**src/rtl/uart_rx_fifo.sv**
```systemverilog
// uart_rx_fifo: 8N1 UART receiver feeding a circular byte FIFO with sticky error flags and level IRQ.
module uart_rx_fifo #(
  parameter int P_CLK_FREQ   = 100_000_000,
  parameter int P_BAUD       = 115200,
  parameter int P_DEPTH_LOG2 = 3
) (
  input  logic                    i_clk,
  input  logic                    i_rst,
  input  logic                    i_uart_rx,
  input  logic                    i_rx_pop,
  input  logic                    i_clr_err,
  input  logic                    i_irq_en,
  output logic [7:0]              o_rx_data,
  output logic                    o_rx_valid,
  output logic [P_DEPTH_LOG2:0]   o_level,
  output logic                    o_frame_err,
  output logic                    o_overrun,
  output logic                    o_irq_req
);
  localparam int BIT  = (P_CLK_FREQ + P_BAUD / 2) / P_BAUD;
  localparam int HALF = BIT / 2;
  localparam int CW   = $clog2(BIT);
  localparam int DL   = P_DEPTH_LOG2;
  typedef enum logic [1:0] {IDLE, START, DATA, STOP} state_t;
  state_t st;
  logic [CW-1:0] cnt;
  logic [2:0] idx;
  logic [7:0] sh;
  logic rx_m, rx_s;
  logic [7:0] mem [2**DL];
  logic [DL-1:0] rd, wr;
  logic [DL:0] lvl, lvl_n;
  logic smp, push, pop, full, wr_en;
  always_comb begin
    smp   = (st == STOP) && (cnt == CW'(BIT - 1));
    push  = smp & rx_s;
    pop   = i_rx_pop & (lvl != '0);
    full  = lvl == (DL + 1)'(2**DL);
    wr_en = push & (~full | pop);
    lvl_n = lvl + (DL + 1)'(wr_en) - (DL + 1)'(pop);
  end
  assign o_rx_valid = lvl != '0;
  assign o_rx_data  = o_rx_valid ? mem[rd] : 8'h00;
  assign o_level    = lvl;
  always_ff @(posedge i_clk) begin
    if (i_rst) begin
      st   <= IDLE;
      cnt  <= '0;
      idx  <= '0;
      sh   <= '0;
      rx_m <= 1'b1;
      rx_s <= 1'b1;
    end else begin
      rx_m <= i_uart_rx;
      rx_s <= rx_m;
      cnt  <= cnt + CW'(1);
      case (st)
        IDLE: begin
          cnt <= '0;
          if (!rx_s) st <= START;
        end
        START: if (cnt == CW'(HALF - 1)) begin
          cnt <= '0;
          idx <= '0;
          st  <= rx_s ? IDLE : DATA;
        end
        DATA: if (cnt == CW'(BIT - 1)) begin
          sh  <= {rx_s, sh[7:1]};
          cnt <= '0;
          idx <= idx + 3'd1;
          if (idx == 3'd7) st <= STOP;
        end
        default: if (smp) begin
          cnt <= '0;
          st  <= IDLE;
        end
      endcase
    end
  end
  always_ff @(posedge i_clk) begin
    if (i_rst) begin
      rd          <= '0;
      wr          <= '0;
      lvl         <= '0;
      o_frame_err <= 1'b0;
      o_overrun   <= 1'b0;
      o_irq_req   <= 1'b0;
    end else begin
      if (wr_en) wr <= wr + DL'(1);
      if (pop) rd <= rd + DL'(1);
      lvl         <= lvl_n;
      o_frame_err <= (smp & ~rx_s) | (o_frame_err & ~i_clr_err);
      o_overrun   <= (push & full & ~pop) | (o_overrun & ~i_clr_err);
      o_irq_req   <= i_irq_en & (lvl_n != '0);
    end
  end
  always_ff @(posedge i_clk) if (wr_en) mem[wr] <= sh;
endmodule

```
**config.mk**
```make
export PLATFORM = sky130hd
export DESIGN_NAME = uart_rx_fifo
export DESIGN_NICKNAME = d
export VERILOG_FILES = /design/src/rtl/uart_rx_fifo.sv
export SDC_FILE = /design/constraint.sdc
export NUM_CORES = 1
export LEC_CHECK = 0
export CORE_MARGIN = 8
export CORE_UTILIZATION = 63
export CTS_BUF_LIST = sky130_fd_sc_hd__clkbuf_4 sky130_fd_sc_hd__clkbuf_8
export CTS_CLUSTER_SIZE = 16
export DETAILED_ROUTE_END_ITERATION = 16
export HOLD_SLACK_MARGIN = 0.1
export PLACE_DENSITY = 0.89
export SKIP_LAST_GASP = 1
export SYNTH_ARGS = -nofsm -noshare
export SYNTH_HDL_FRONTEND = slang
export SYNTH_SLANG_ARGS = --single-unit
export TNS_END_PERCENT = 30
```
**constraint.sdc**
```tcl
create_clock -name i_clk -period 3.8 [get_ports i_clk]
set_input_delay 0.76 -clock i_clk [delete_from_list [all_inputs] [get_ports i_clk]]
set_output_delay 0.76 -clock i_clk [all_outputs]
set_load 0.03 [all_outputs]
```
==> metrics.txt <==
Hold Path Class flip-flop to flip-flop; Clock Sinks 105; Final Core Density 72.3%; Post-synth EDFFs 64; Post-DRT Antenna Nets 0; Mapped Area 0.00433 mm^2; # resized after CTS 0; Hold Violations, Final 0; status completed; first-pass GRT wire length 12000 um; Crit path max-delay family flip-flops; CP Data Arrival Time 2.43 ns; critical path fanouts, max 16; pwr dens 580 mW/mm^2; die area 0.00978 mm^2; worst skew pair latency 0.36 ns; Tightest Pin Transition 0.973 ns; cell-by-cell trace of the critical path mux4_2, mux2i_1, nor2_1, clkdlybuf4s50_1; # IOs 22; syn_nets 321; CTS tree yes; largest net degree at the start of global routing 32; Final Max Tran Viols 0; port bufs 21; r2r startpoint cnt[0]$_SDFF_PP0_; Post CTS Setup Buffer Count 0; Post-synth top cells 64 x edfxtp_1, 43 x nor2_1, 41 x dfxtp_1; RD Place Congestion 0.771; ys flop type edfxtp_1; Die H 98.9 um; final wirelength 7610 um; # nets final 351; metal1 wirelength 3180 um; Synth area leaders edfxtp_1 44%, dfxtp_1 19%, mux4_2 8.3%; Distinct cells, synth 45; crit path kind flip-flop to output port; CTS Buffer Depth 2; max_slew headroom 34.7%; Vias/cell 5.89; Largest stage delay, worst path 0.84 ns; minimum clock period after layout 3.19 ns; # H-tree levels 3; Synth area leader edfxtp_1; fmax 0.313 GHz; Num CTS Buffers 9; core box area 0.00672 mm^2; met2 WL post-DR 4030 um; metal3 WL 294 um; crit share post-route 84.1%; post-synthesis sequential area ratio 63.4%; antenna cells 0; Fill cells 427; drc violations 0; post-synthesis cell count 303; first-pass detailed-route iteration total 4; worst path bufs/invs 1; routed vias 2463; 1st-iter DRT viols 118; crit start category flip-flop; leakage power 0.00163 uW; die width 98.9 um; Worst Skew 0.0109 ns; setup TNS 0 ns; Setup violations, final 0; ys async rst share 0%; Worst path slowest cell dfxtp_1; root buffer cell clkbuf_8; hold-fix buffer count after cts 0; Syn. warnings 0; Initial Utilization 64.4%; WP data required 3.04 ns; post-synthesis register bit count 105; hold path start rx_m$_SDFF_PP1_; row count 30; fraction of layout cells with a size suffix above 1 15.7%; Highest Signal Layer met4; Yosys top cell area share 44.4%; vias in the first global route 2528; DP HPWL 4920 um; VDD IR max 0.000473 V; max-cap viol count 0; antenna violations before repair 0; Post-Synthesis Mean Instance Area 14.3 um^2; area grow syn2layout 12.3%; RSZ-0062 raised after global routing no; WL/cell 18.2 um; CP Capture Type output port; gr ovfl total 0; gr usage total 16.0%; most common cell in the netlist edfxtp_1; Clock transition at path regs 0.10 ns
[area by class of cell]
class                      instances  area [um^2]  area share, %
sequential                       105         2740           56.5
clock inverter                     7         77.6           1.60
clock buffer                       9          124           2.55
inverter                           7         26.3          0.541
timing repair buffer              31          285           5.87
multi-input combinational        179         1500           30.9
tap                               80          100           2.06
[per-stage QoR]
stage               area, um^2  std cells  total power (uW)  hold WS (ns)  setup WS, ns
CTS                       4860        418              2840         0.425         0.564
floorplan                 4330        303              1890         0.389          1.09
detailed placement        4660        402              2160         0.408         0.876
global route              4860        418              2940         0.456         0.479
global placement          4660        402              2140         0.392         0.969
finish                    4860        418              2820         0.421         0.605
[routing by layer]
layer  GRT usage [%]  vias up
met5               0        -
met4            8.03        0
met3            2.82       10
met2            28.6       52
met1            17.8     1225
li1                -     1176
[path summary, 6_finish.rpt]
path                     endpoint  slack, ns  cells past startpoint
max reg2reg  o_irq_req$_SDFF_PP0_       0.95                      9
min reg2reg       rx_s$_SDFF_PP1_       0.42                      1
min               rx_s$_SDFF_PP1_       0.42                      1
max                  o_rx_data[1]       0.61                      4
[sequential cells by signal, indices dropped and copies added, names as in the netlist, named ones only]
signal	cells
wr	3
st	2
mem	64
o_irq_req	1
sh	8
cnt	10
rx_s	1
idx	3
o_frame_err	1
o_level	4
rd	3
o_overrun	1
rx_m	1
[kinds of logic (layout without fill, tap and decap cells)]
group | count (synthesis) | after routing | synth area share [%]
buffers and inverters | 19 | 54 | 1.91
adders and majority gates | 12 | 12 | 3.64
and+or+nand+nor | 103 | 103 | 13.6
AOI/OAI and AO/OA | 20 | 20 | 3.04
muxes | 32 | 32 | 12.0
xor gates and xnor gates | 12 | 12 | 2.43
DFF | 105 | 105 | 63.4
[cells in the final DEF, fill, tap and decap left out, types with 2 or more instances in the layout]
cell type        Yosys  final
edfxtp_1            64     64
nor2_1              43     43
dfxtp_1             41     41
clkdlybuf4s50_1      0     21
mux4_2              16     16
mux2i_1             16     16
ha_1                11     11
nand3_1             10     10
a21oi_1             10     10
buf_4                0     10
nand2_1              9      9
clkbuf_8             0      9
inv_1                7      7
xor2_1               7      7
nand2b_1             6      6
xnor2_1              5      5
nand3b_1             4      4
nand4_1              4      4
and2_1               3      3
nor2b_1              3      3
clkinvlp_4           0      3
nor4_4               2      2
nor3_1               2      2
nor3_2               2      2
and3_1               2      2
o21ai_1              2      2
a21o_1               2      2
nand4b_1             2      2
or2_2                2      2
[where the power goes]
group / switching, uW / internal, uW
Clock: 382 / 310
Combinational: 460 / 383
Sequential: 47.2 / 1230
Total: 890 / 1930
(Power assumes the default switching activity.)
